`src/rtl/rv32_pkg.sv`:
```
// Shared RV32 pipeline types: decoded control bundle, ALU opcodes and
// the architectural zero register index.
package rv32_pkg;

   typedef enum logic [3:0] {
      ALU_ADD  = 4'd0,
      ALU_SUB  = 4'd1,
      ALU_SLL  = 4'd2,
      ALU_SLT  = 4'd3,
      ALU_SLTU = 4'd4,
      ALU_XOR  = 4'd5,
      ALU_SRL  = 4'd6,
      ALU_SRA  = 4'd7,
      ALU_OR   = 4'd8,
      ALU_AND  = 4'd9,
      ALU_LUI  = 4'd10
   } alu_op_t;

   typedef struct packed {
      alu_op_t    alu_op;
      logic       alu_src;
      logic       mem_read;
      logic       mem_write;
      logic       reg_write;
      logic       mem_to_reg;
      logic       branch;
      logic       jump;
      logic [2:0] funct3;
   } ctrl_t;

   localparam ctrl_t      CTRL_NOP = '0;
   localparam logic [4:0] REG_X0   = 5'd0;

endpackage

```
`src/rtl/hazard_detect.sv`:
```
// Load-use hazard: the ID instruction reads a register that the load
// currently in EX has not yet fetched from memory.
module hazard_detect
   import rv32_pkg::*;
(
   input  logic       id_valid,
   input  logic [4:0] id_rs1,
   input  logic [4:0] id_rs2,
   input  logic       id_uses_rs1,
   input  logic       id_uses_rs2,
   input  logic       ex_valid,
   input  logic       ex_mem_read,
   input  logic [4:0] ex_rd,
   output logic       hazard
);

   logic rs1_hit, rs2_hit;

   // x0 is never written, so a load targeting it cannot create a dependency
   assign rs1_hit = id_uses_rs1 && (id_rs1 == ex_rd);
   assign rs2_hit = id_uses_rs2 && (id_rs2 == ex_rd);
   assign hazard  = id_valid && ex_valid && ex_mem_read && (ex_rd != REG_X0)
                    && (rs1_hit || rs2_hit);

endmodule

```
`src/rtl/id_ex_pipe.sv`:
```
// ID/EX pipeline register with load-use bubble insertion, EX-driven flush
// and saturating bubble/flush performance counters.
module id_ex_pipe
   import rv32_pkg::*;
#(
   parameter int XLEN  = 32,
   parameter int CNT_W = 32
) (
   input  logic            clk,
   input  logic            resetn,
   input  logic            id_valid,
   input  logic [XLEN-1:0] id_pc,
   input  logic [4:0]      id_rs1,
   input  logic [4:0]      id_rs2,
   input  logic            id_uses_rs1,
   input  logic            id_uses_rs2,
   input  logic [4:0]      id_rd,
   input  logic [XLEN-1:0] id_rs1_data,
   input  logic [XLEN-1:0] id_rs2_data,
   input  logic [XLEN-1:0] id_imm,
   input  ctrl_t           id_ctrl,
   input  logic            flush_ex,
   input  logic            ex_stall,
   output logic            ex_valid,
   output logic [XLEN-1:0] ex_pc,
   output logic [4:0]      ex_rs1,
   output logic [4:0]      ex_rs2,
   output logic [4:0]      ex_rd,
   output logic [XLEN-1:0] ex_rs1_data,
   output logic [XLEN-1:0] ex_rs2_data,
   output logic [XLEN-1:0] ex_imm,
   output ctrl_t           ex_ctrl,
   output logic            stall_fd,
   output logic [CNT_W-1:0] bubble_cnt,
   output logic [CNT_W-1:0] flush_cnt
);

   logic hazard;

   hazard_detect u_hazard (
      .id_valid    (id_valid),
      .id_rs1      (id_rs1),
      .id_rs2      (id_rs2),
      .id_uses_rs1 (id_uses_rs1),
      .id_uses_rs2 (id_uses_rs2),
      .ex_valid    (ex_valid),
      .ex_mem_read (ex_ctrl.mem_read),
      .ex_rd       (ex_rd),
      .hazard      (hazard)
   );

   // A flushed ID slot is discarded, so it must not also be held in IF/ID
   assign stall_fd = (hazard && !flush_ex && !ex_stall) || ex_stall;

   always_ff @(posedge clk) begin
      if (!resetn || flush_ex || (!ex_stall && hazard)) begin
         ex_valid    <= 1'b0;
         ex_pc       <= '0;
         ex_rs1      <= '0;
         ex_rs2      <= '0;
         ex_rd       <= '0;
         ex_rs1_data <= '0;
         ex_rs2_data <= '0;
         ex_imm      <= '0;
         ex_ctrl     <= CTRL_NOP;
      end else if (!ex_stall) begin
         ex_valid    <= id_valid;
         ex_pc       <= id_pc;
         ex_rs1      <= id_rs1;
         ex_rs2      <= id_rs2;
         ex_rd       <= id_rd;
         ex_rs1_data <= id_rs1_data;
         ex_rs2_data <= id_rs2_data;
         ex_imm      <= id_imm;
         ex_ctrl     <= id_valid ? id_ctrl : CTRL_NOP;
      end
   end

   // Counters saturate rather than wrap so long runs never read as small
   always_ff @(posedge clk) begin
      if (!resetn) begin
         bubble_cnt <= '0;
         flush_cnt  <= '0;
      end else if (flush_ex) begin
         if (id_valid && (flush_cnt != '1))
            flush_cnt <= flush_cnt + CNT_W'(1);
      end else if (!ex_stall && hazard) begin
         if (bubble_cnt != '1)
            bubble_cnt <= bubble_cnt + CNT_W'(1);
      end
   end

endmodule

```
`config.mk`:
```
export PLATFORM = sky130hd
export DESIGN_NAME = id_ex_pipe
export DESIGN_NICKNAME = d
export VERILOG_FILES = /design/src/rtl/rv32_pkg.sv /design/src/rtl/hazard_detect.sv /design/src/rtl/id_ex_pipe.sv
export SDC_FILE = /design/constraint.sdc
export NUM_CORES = 1
export LEC_CHECK = 0
export CAP_MARGIN = 10
export CORE_ASPECT_RATIO = 1.4
export CORE_MARGIN = 3
export CORE_UTILIZATION = 40
export CTS_BUF_LIST = sky130_fd_sc_hd__clkbuf_16
export DETAILED_ROUTE_END_ITERATION = 16
export PLACE_DENSITY = 0.77
export SLEW_MARGIN = 0
export SYNTH_ARGS = -nofsm -noshare
export SYNTH_HDL_FRONTEND = slang
export SYNTH_SLANG_ARGS = --single-unit
```
`constraint.sdc`:
```
create_clock -name clk -period 2.2 [get_ports clk]
set_input_delay 0.44 -clock clk [delete_from_list [all_inputs] [get_ports clk]]
set_output_delay 0.44 -clock clk [all_outputs]
set_load 0.01 [all_outputs]
```
==> results of run 1 <==
cells by family (layout without fill, tap and decap cells):
kind of cell             count (synthesis)  after routing
flip-flops                             222            222
multiplexers                           145            145
XOR/XNOR                                37             37
buffers and inverters                   61            498
other                                    0              2
AND/OR/NAND/NOR                        363            363
adder cells (fa/ha/maj)                  2              2
AO/OA/AOI/OAI                           96             96
worst min path at each step:
stage | endpoint | depth (start not counted) | slack (ns) | start
floorplan | ex_ctrl[8] | 2 | 0.50 | ex_ctrl[8]
CTS | ex_rs2[2] | 3 | 0.34 | ex_stall
detailed placement | ex_pc[3] | 2 | 0.49 | ex_pc[3]
global placement | ex_pc[20] | 2 | 0.47 | ex_pc[20]
finish | ex_rs1[0] | 3 | 0.33 | id_rs1[0]
global route | ex_rs1[0] | 3 | 0.34 | id_rs1[0]
area by class of cell:
| cell class | instances | area (sq um) | share of cell area, % |
|---|---|---|---|
| Inverter | 9 | 33.8 | 0.236 |
| Timing Repair Buffer | 447 | 4470 | 31.2 |
| Clock inverter | 17 | 98.8 | 0.690 |
| Clock buffer | 25 | 626 | 4.37 |
| Multi-Input combinational cell | 643 | 4260 | 29.8 |
| Tap cell | 292 | 365 | 2.55 |
| Sequential cell | 222 | 4460 | 31.1 |
| Antenna cell | 2 | 5.00 | 0.0349 |
synthesized netlist by cell type, drive strengths merged (2+ instances only):
cell / number / area (sq um)
and3: 9 / 61.3
or2: 2 / 12.5
o21ai: 29 / 149
xnor2: 27 / 236
a22oi: 14 / 105
o31a: 4 / 35.0
nor2: 198 / 743
xor2: 10 / 87.6
o31ai: 4 / 30.0
buf: 21 / 120
nand2b: 2 / 12.5
or4: 6 / 45.0
dfxtp: 222 / 4440
a211oi: 3 / 22.5
and4: 6 / 52.6
ha: 2 / 25.0
o21a: 4 / 30.0
nand2: 34 / 130
a21oi: 34 / 170
nor4: 9 / 90.1
or3: 26 / 163
nor3: 8 / 50.1
nand3: 31 / 160
inv: 9 / 33.8
mux2i: 145 / 1450
and2: 4 / 25.0
clkbuf: 31 / 118
nand4: 24 / 165
through the flow:
step           total power [W]  util, %  instance area, sq um
6_report               0.00893     66.8                 14300
3_3_place_gp           0.00523     62.3                 13400
2_1_floorplan          0.00463        -                  8840
5_1_grt                0.00925     66.8                 14300
4_1_cts                0.00903     65.9                 14100
3_5_place_dp           0.00525     62.3                 13400
critical path, stage by stage, from the launching register on:
cell and delay (ns):
dfxtp_2 0.32, or4_4 0.54, o2111ai_4 0.20, nand2b_4 0.16, o21bai_1 0.06, buf_2 0.14
per-layer routing:
layer	GRT usage, %	share of wire [%]	wire length, um	vias to the layer above
li1	-	-	-	4063
met1	24.1	36	10700	3949
met2	42.0	52	15300	312
met3	8.29	8.8	2590	53
met4	8.28	3.2	944	2
met5	0	0.047	14	-
sequential cells by signal, indices dropped and copies added, names as in the netlist:
signal / flops
bubble_cnt: 32
ex_ctrl: 14
ex_imm: 32
ex_pc: 32
ex_rd: 5
ex_rs1: 5
ex_rs1_data: 32
ex_rs2: 5
ex_rs2_data: 32
ex_valid: 1
flush_cnt: 32
power by group through the flow:
stage / clock network (W) / logic (W) / registers [W]
6_report: 0.00376 / 0.00100 / 0.00417
5_1_grt: 0.00400 / 0.00107 / 0.00418
4_1_cts: 0.00385 / 0.00100 / 0.00417
3_5_place_dp: 0 / 0.000993 / 0.00426
3_3_place_gp: 0 / 0.000981 / 0.00425
2_1_floorplan: 0 / 0.000338 / 0.00430
what timing repair did:
| action | 4_1_cts | 5_1_grt |
|---|---|---|
| gates resized for setup | 11 | 24 |
| endpoints found under the setup margin | 1 | 24 |
| pin swaps | 1 | 19 |
| cloned | 0 | 2 |
| buffers inserted | 2 | 3 |
==> run summary, run 1 <==
#FFs+latches synth -> 222
Main flop type after synthesis -> dfxtp_1
Inst Count DP -> 1606
GPL Wtd Cong -> 0.808
Reg2reg end -> bubble_cnt[11]
Largest net degree at the start of global routing -> 94
Setup tns final -> -0.616 ns
Worst slew pin tran -> 0.895 ns
Wirelength per Cell -> 17.8 um
Fillers -> 1729
Synth Warn # -> 0
Simple-Gate Fraction of Synth Area -> 19.7%
Cts-stage hold buffer count -> 0
Crit Path Max Fanout -> 2
Initial DRC Count -> 410
Cell area after synthesis -> 8840 sq um
Die Ht -> 182 um
Via count -> 8379
Count of input and output buffers -> 386
Pins Over Slew Limit -> 0
Pint -> 0.00687 W
Failing checks -> setup timing
Crit path time final -> 2.37 ns
Clock transition at path regs -> 0.06 ns
Unrepaired setup endpoints after global routing -> true
Netlist cell types -> 50
Logic pwr share -> 11.2%
Die X -> 132 um
Final Hold Viols -> 0
Max Fclk -> 0.421 GHz
Clock power share -> 42.1%
Vias per cell -> 5.06
Starting density of the core -> 41.2%
Full die area -> 23900 sq um
First-pass GRT wire length -> 44.8 mm
Power density over cell area -> 624 nW/um^2
Antenna violations before repair -> 3
Number of global-route vias before repair -> 8325
CTS tree -> yes
Pre-antenna DRT Iters -> 4
Non-Filler Instances -> 1657
Post-Syn Nets -> 1092
Mux cell area share after synthesis -> 16.4%
Startpoint Class -> flop
Overall Global Routing Usage -> 22.9%
P&R area growth vs syn -> 62.0%
GRT overflow -> 0
Clock Latency Late Sink -> 0.51 ns
CTS sink count -> 222
Crit end category -> output port
# DRC -> 0
Max Cap Viol -> 0
Arrival @ worst endpoint -> 1.93 ns
Largest family of logic cells by synthesized area -> simple AND/OR/NAND/NOR gates
Fraction of layout cells with a size suffix above 1 -> 9.61%
Clk_skew -> 0.00819 ns
Fraction of registers with async set or reset after synthesis -> 0%
Commonest non-fill, non-tap cell in the layout -> clkdlybuf4s50_1
R2r setup slk -> -0.04 ns
H-Tree Depth -> 1
Tcrit/Tclk final -> 108%
Critical path destination -> stall_fd
Root Driver -> clkbuf_16
Post-Route WL -> 29.5 mm
Nets -> 1513
Worst slack, placed -> -0.608 ns
Area of the core -> 21400 sq um
Post-Syn Instances -> 926
Hpwl dp -> 21.7 mm
Site Rows -> 63
Post-synth EDFFs -> 0
WHS -> 0.330 ns
Number of routed nets with antenna violations -> 0
I/O pin cnt -> 387
Adder-cell share of the synthesized area -> 0.283%
Worst setup startpoint -> ex_rd[3]
Worst EP required -> 1.76 ns
Max VDD drop -> 0.687 mV
Sequential-to-total area share from yosys stat -> 50.3%
Reg2reg start -> ex_rd[4]
Psw -> 0.00206 W
Sw frac -> 23.0%
Min-Delay Path Class -> in2reg
Leading cell types in the layout, fill and taps excluded -> 382 x clkdlybuf4s50_1, 217 x dfxtp_1, 198 x nor2_1
Leakage -> 5.51 nW
Slew HR -> 40.3%
Syn Area/Cell -> 9.55 sq um
R2R cell count -> 11
Total CTS buffers -> 24
XOR/XNOR Fraction of Synth Area -> 3.67%
Deepest clock path buffer count -> 3
Setup violations, final -> 18
Reg power frac -> 46.7%
Status -> finished with violations
Area fraction in compound gates after synthesis -> 6.55%
Setup Crit Path Kind -> reg2out
Post-route setup slack -> -0.173 ns
No activity file was read; power rests on OpenSTA's default activity.
==> run 2, diff against run 1 <==
- SKIP_LAST_GASP: unset -> 1
==> run summary, run 2 (same netlist as run 1, synthesis figures left out) <==
Area of the multi-input gates -> 4250 sq um (-0.21%)
GRT overflow -> 0 (unchanged)
Power density over cell area -> 624 nW/um^2 (about the same)
Root Driver -> clkbuf_16
Post-route cell area -> 14300 sq um (about the same)
Count of input and output buffers -> 386 (unchanged)
Full die area -> 23900 sq um (unchanged)
Max VDD drop -> 0.687 mV (about the same)
Via count -> 8372 (-0.084%)
Starting density of the core -> 41.2% (unchanged)
I/O pin cnt -> 387 (unchanged)
Hpwl dp -> 21.7 mm (unchanged)
P&R area growth vs syn -> 61.9% (about the same)
Fillers -> 1732 (+0.17%)
Area of the core -> 21400 sq um (unchanged)
Leakage -> 5.51 nW (about the same)
Vias per cell -> 5.05 (about the same)
Worst slew pin tran -> 0.895 ns (-0.00000530 ns)
Clock transition at path regs -> 0.06 ns (about the same)
Tcrit/Tclk final -> 108% (about the same)
Site Rows -> 63 (unchanged)
Post-Route WL -> 29.5 mm (about the same)
Setup violations, final -> 18 (unchanged)
Commonest non-fill, non-tap cell in the layout -> clkdlybuf4s50_1
Setup Crit Path Kind -> reg2out
Unrepaired setup endpoints after global routing -> true
Die Ht -> 182 um (unchanged)
Status -> finished with violations
Clk_skew -> 0.00819 ns (+0.00000389 ns)
Number of global-route vias before repair -> 8325 (unchanged)
Number of routed nets with antenna violations -> 0 (unchanged)
Fraction of layout cells with a size suffix above 1 -> 9.46% (-0.15 points)
Post-route setup slack -> -0.173 ns (-0.0000100 ns)
Die X -> 132 um (unchanged)
H-Tree Depth -> 1 (unchanged)
Max Cap Viol -> 0 (unchanged)
Largest net degree at the start of global routing -> 94 (unchanged)
Final Hold Viols -> 0 (unchanged)
Overall Global Routing Usage -> 22.9% (unchanged)
Wirelength per Cell -> 17.8 um (about the same)
Pre-antenna DRT Iters -> 5 (+1)
Crit Path Max Fanout -> 2 (unchanged)
Initial DRC Count -> 412 (+0.49%)
Leading cell types in the layout, fill and taps excluded -> 382 x clkdlybuf4s50_1, 217 x dfxtp_1, 198 x nor2_1
Total CTS buffers -> 24 (unchanged)
FF/Latch Area -> 4460 sq um (unchanged)
Pins Over Slew Limit -> 0 (unchanged)
Worst EP required -> 1.76 ns (about the same)
Post-Place Cell Area -> 13400 sq um (unchanged)
Deepest clock path buffer count -> 3 (unchanged)
Nets -> 1513 (unchanged)
CTS tree -> yes
# DRC -> 0 (unchanged)
Worst slack, placed -> -0.608 ns (unchanged)
First-pass GRT wire length -> 44.8 mm (unchanged)
Failing checks -> setup timing
Clock Latency Late Sink -> 0.51 ns (about the same)
Max Fclk -> 0.421 GHz (about the same)
Crit end category -> output port
Startpoint Class -> flop
CTS sink count -> 222 (unchanged)
Slew HR -> 40.3% (about the same)
Crit path time final -> 2.37 ns (+0.0000100 ns)
Antenna violations before repair -> 3 (unchanged)
Arrival @ worst endpoint -> 1.93 ns (about the same)
GPL Wtd Cong -> 0.808 (unchanged)
Min-Delay Path Class -> in2reg
==> run 2: per-layer routing <==
metal / vias to the layer above / routed length, um / GRT usage (%) / share of wire (%)
met1: 3944 / 10600 / 24.1 / 36
met5: - / 14 / 0 / 0.047
met2: 312 / 15300 / 42.0 / 52
met3: 53 / 2630 / 8.29 / 8.9
li1: 4061 / - / - / -
met4: 2 / 944 / 8.28 / 3.2
==> run 2: what timing repair did <==
item / in CTS / in global routing
cloned: 0 / 2
buffers inserted: 2 / 3
pin swaps: 1 / 17
resized for setup: 11 / 22
endpoints found under the setup margin: 1 / 24
hold buffers: 0 / 0
==> run 2: worst paths after layout <==
kind	start	end	slack [ns]	cells past startpoint
hold reg to reg	ex_imm[1]	ex_imm[1]	0.49	2
setup / recovery	ex_rd[3]	stall_fd	-0.17	5
setup reg to reg	ex_rd[4]	bubble_cnt[11]	-0.04	11
hold / removal	id_rs1[0]	ex_rs1[0]	0.33	3
==> run 2: cell type report <==
class	count	area share [%]
Antenna cell	2	0.0350
Clock buffer	25	4.37
Clock inverter	17	0.691
Inverter	9	0.236
Multi-Input combinational cell	643	29.7
Sequential cell	222	31.1
Tap cell	292	2.55
Timing Repair Buffer	447	31.3
==> run 2: worst max-delay path: stages (launching register included) <==
cell and delay (ns):
dfxtp_2 0.32, or4_4 0.54, o2111ai_4 0.20, nand2b_4 0.16, o21bai_1 0.06, buf_2 0.14
==> run 2: stage by stage <==
| stage | power, W | TNS (ns) | std cells | hold WS (ns) | util [%] |
|---|---|---|---|---|---|
| 6_report | 0.00893 | -0.725 | 1657 | 0.330 | 66.7 |
| 5_1_grt | 0.00925 | -2.47 | 1657 | 0.337 | 66.7 |
| 4_1_cts | 0.00903 | -0.193 | 1650 | 0.336 | 65.9 |
| 3_5_place_dp | 0.00525 | -41.89 | 1606 | 0.485 | 62.3 |
| 3_3_place_gp | 0.00523 | -38.29 | 1606 | 0.473 | 62.3 |
| 2_1_floorplan | 0.00463 | 0 | 926 | 0.504 | - |
==> run 2: where the power goes <==
group / internal, W / total, W / switching (W) / leakage [nW]
clock: 0.00215 / 0.00376 / 0.00161 / 0.368
combinational: 0.000607 / 0.00100 / 0.000395 / 3.34
sequential: 0.00411 / 0.00417 / 0.0000544 / 1.81
total: 0.00687 / 0.00893 / 0.00206 / 5.51
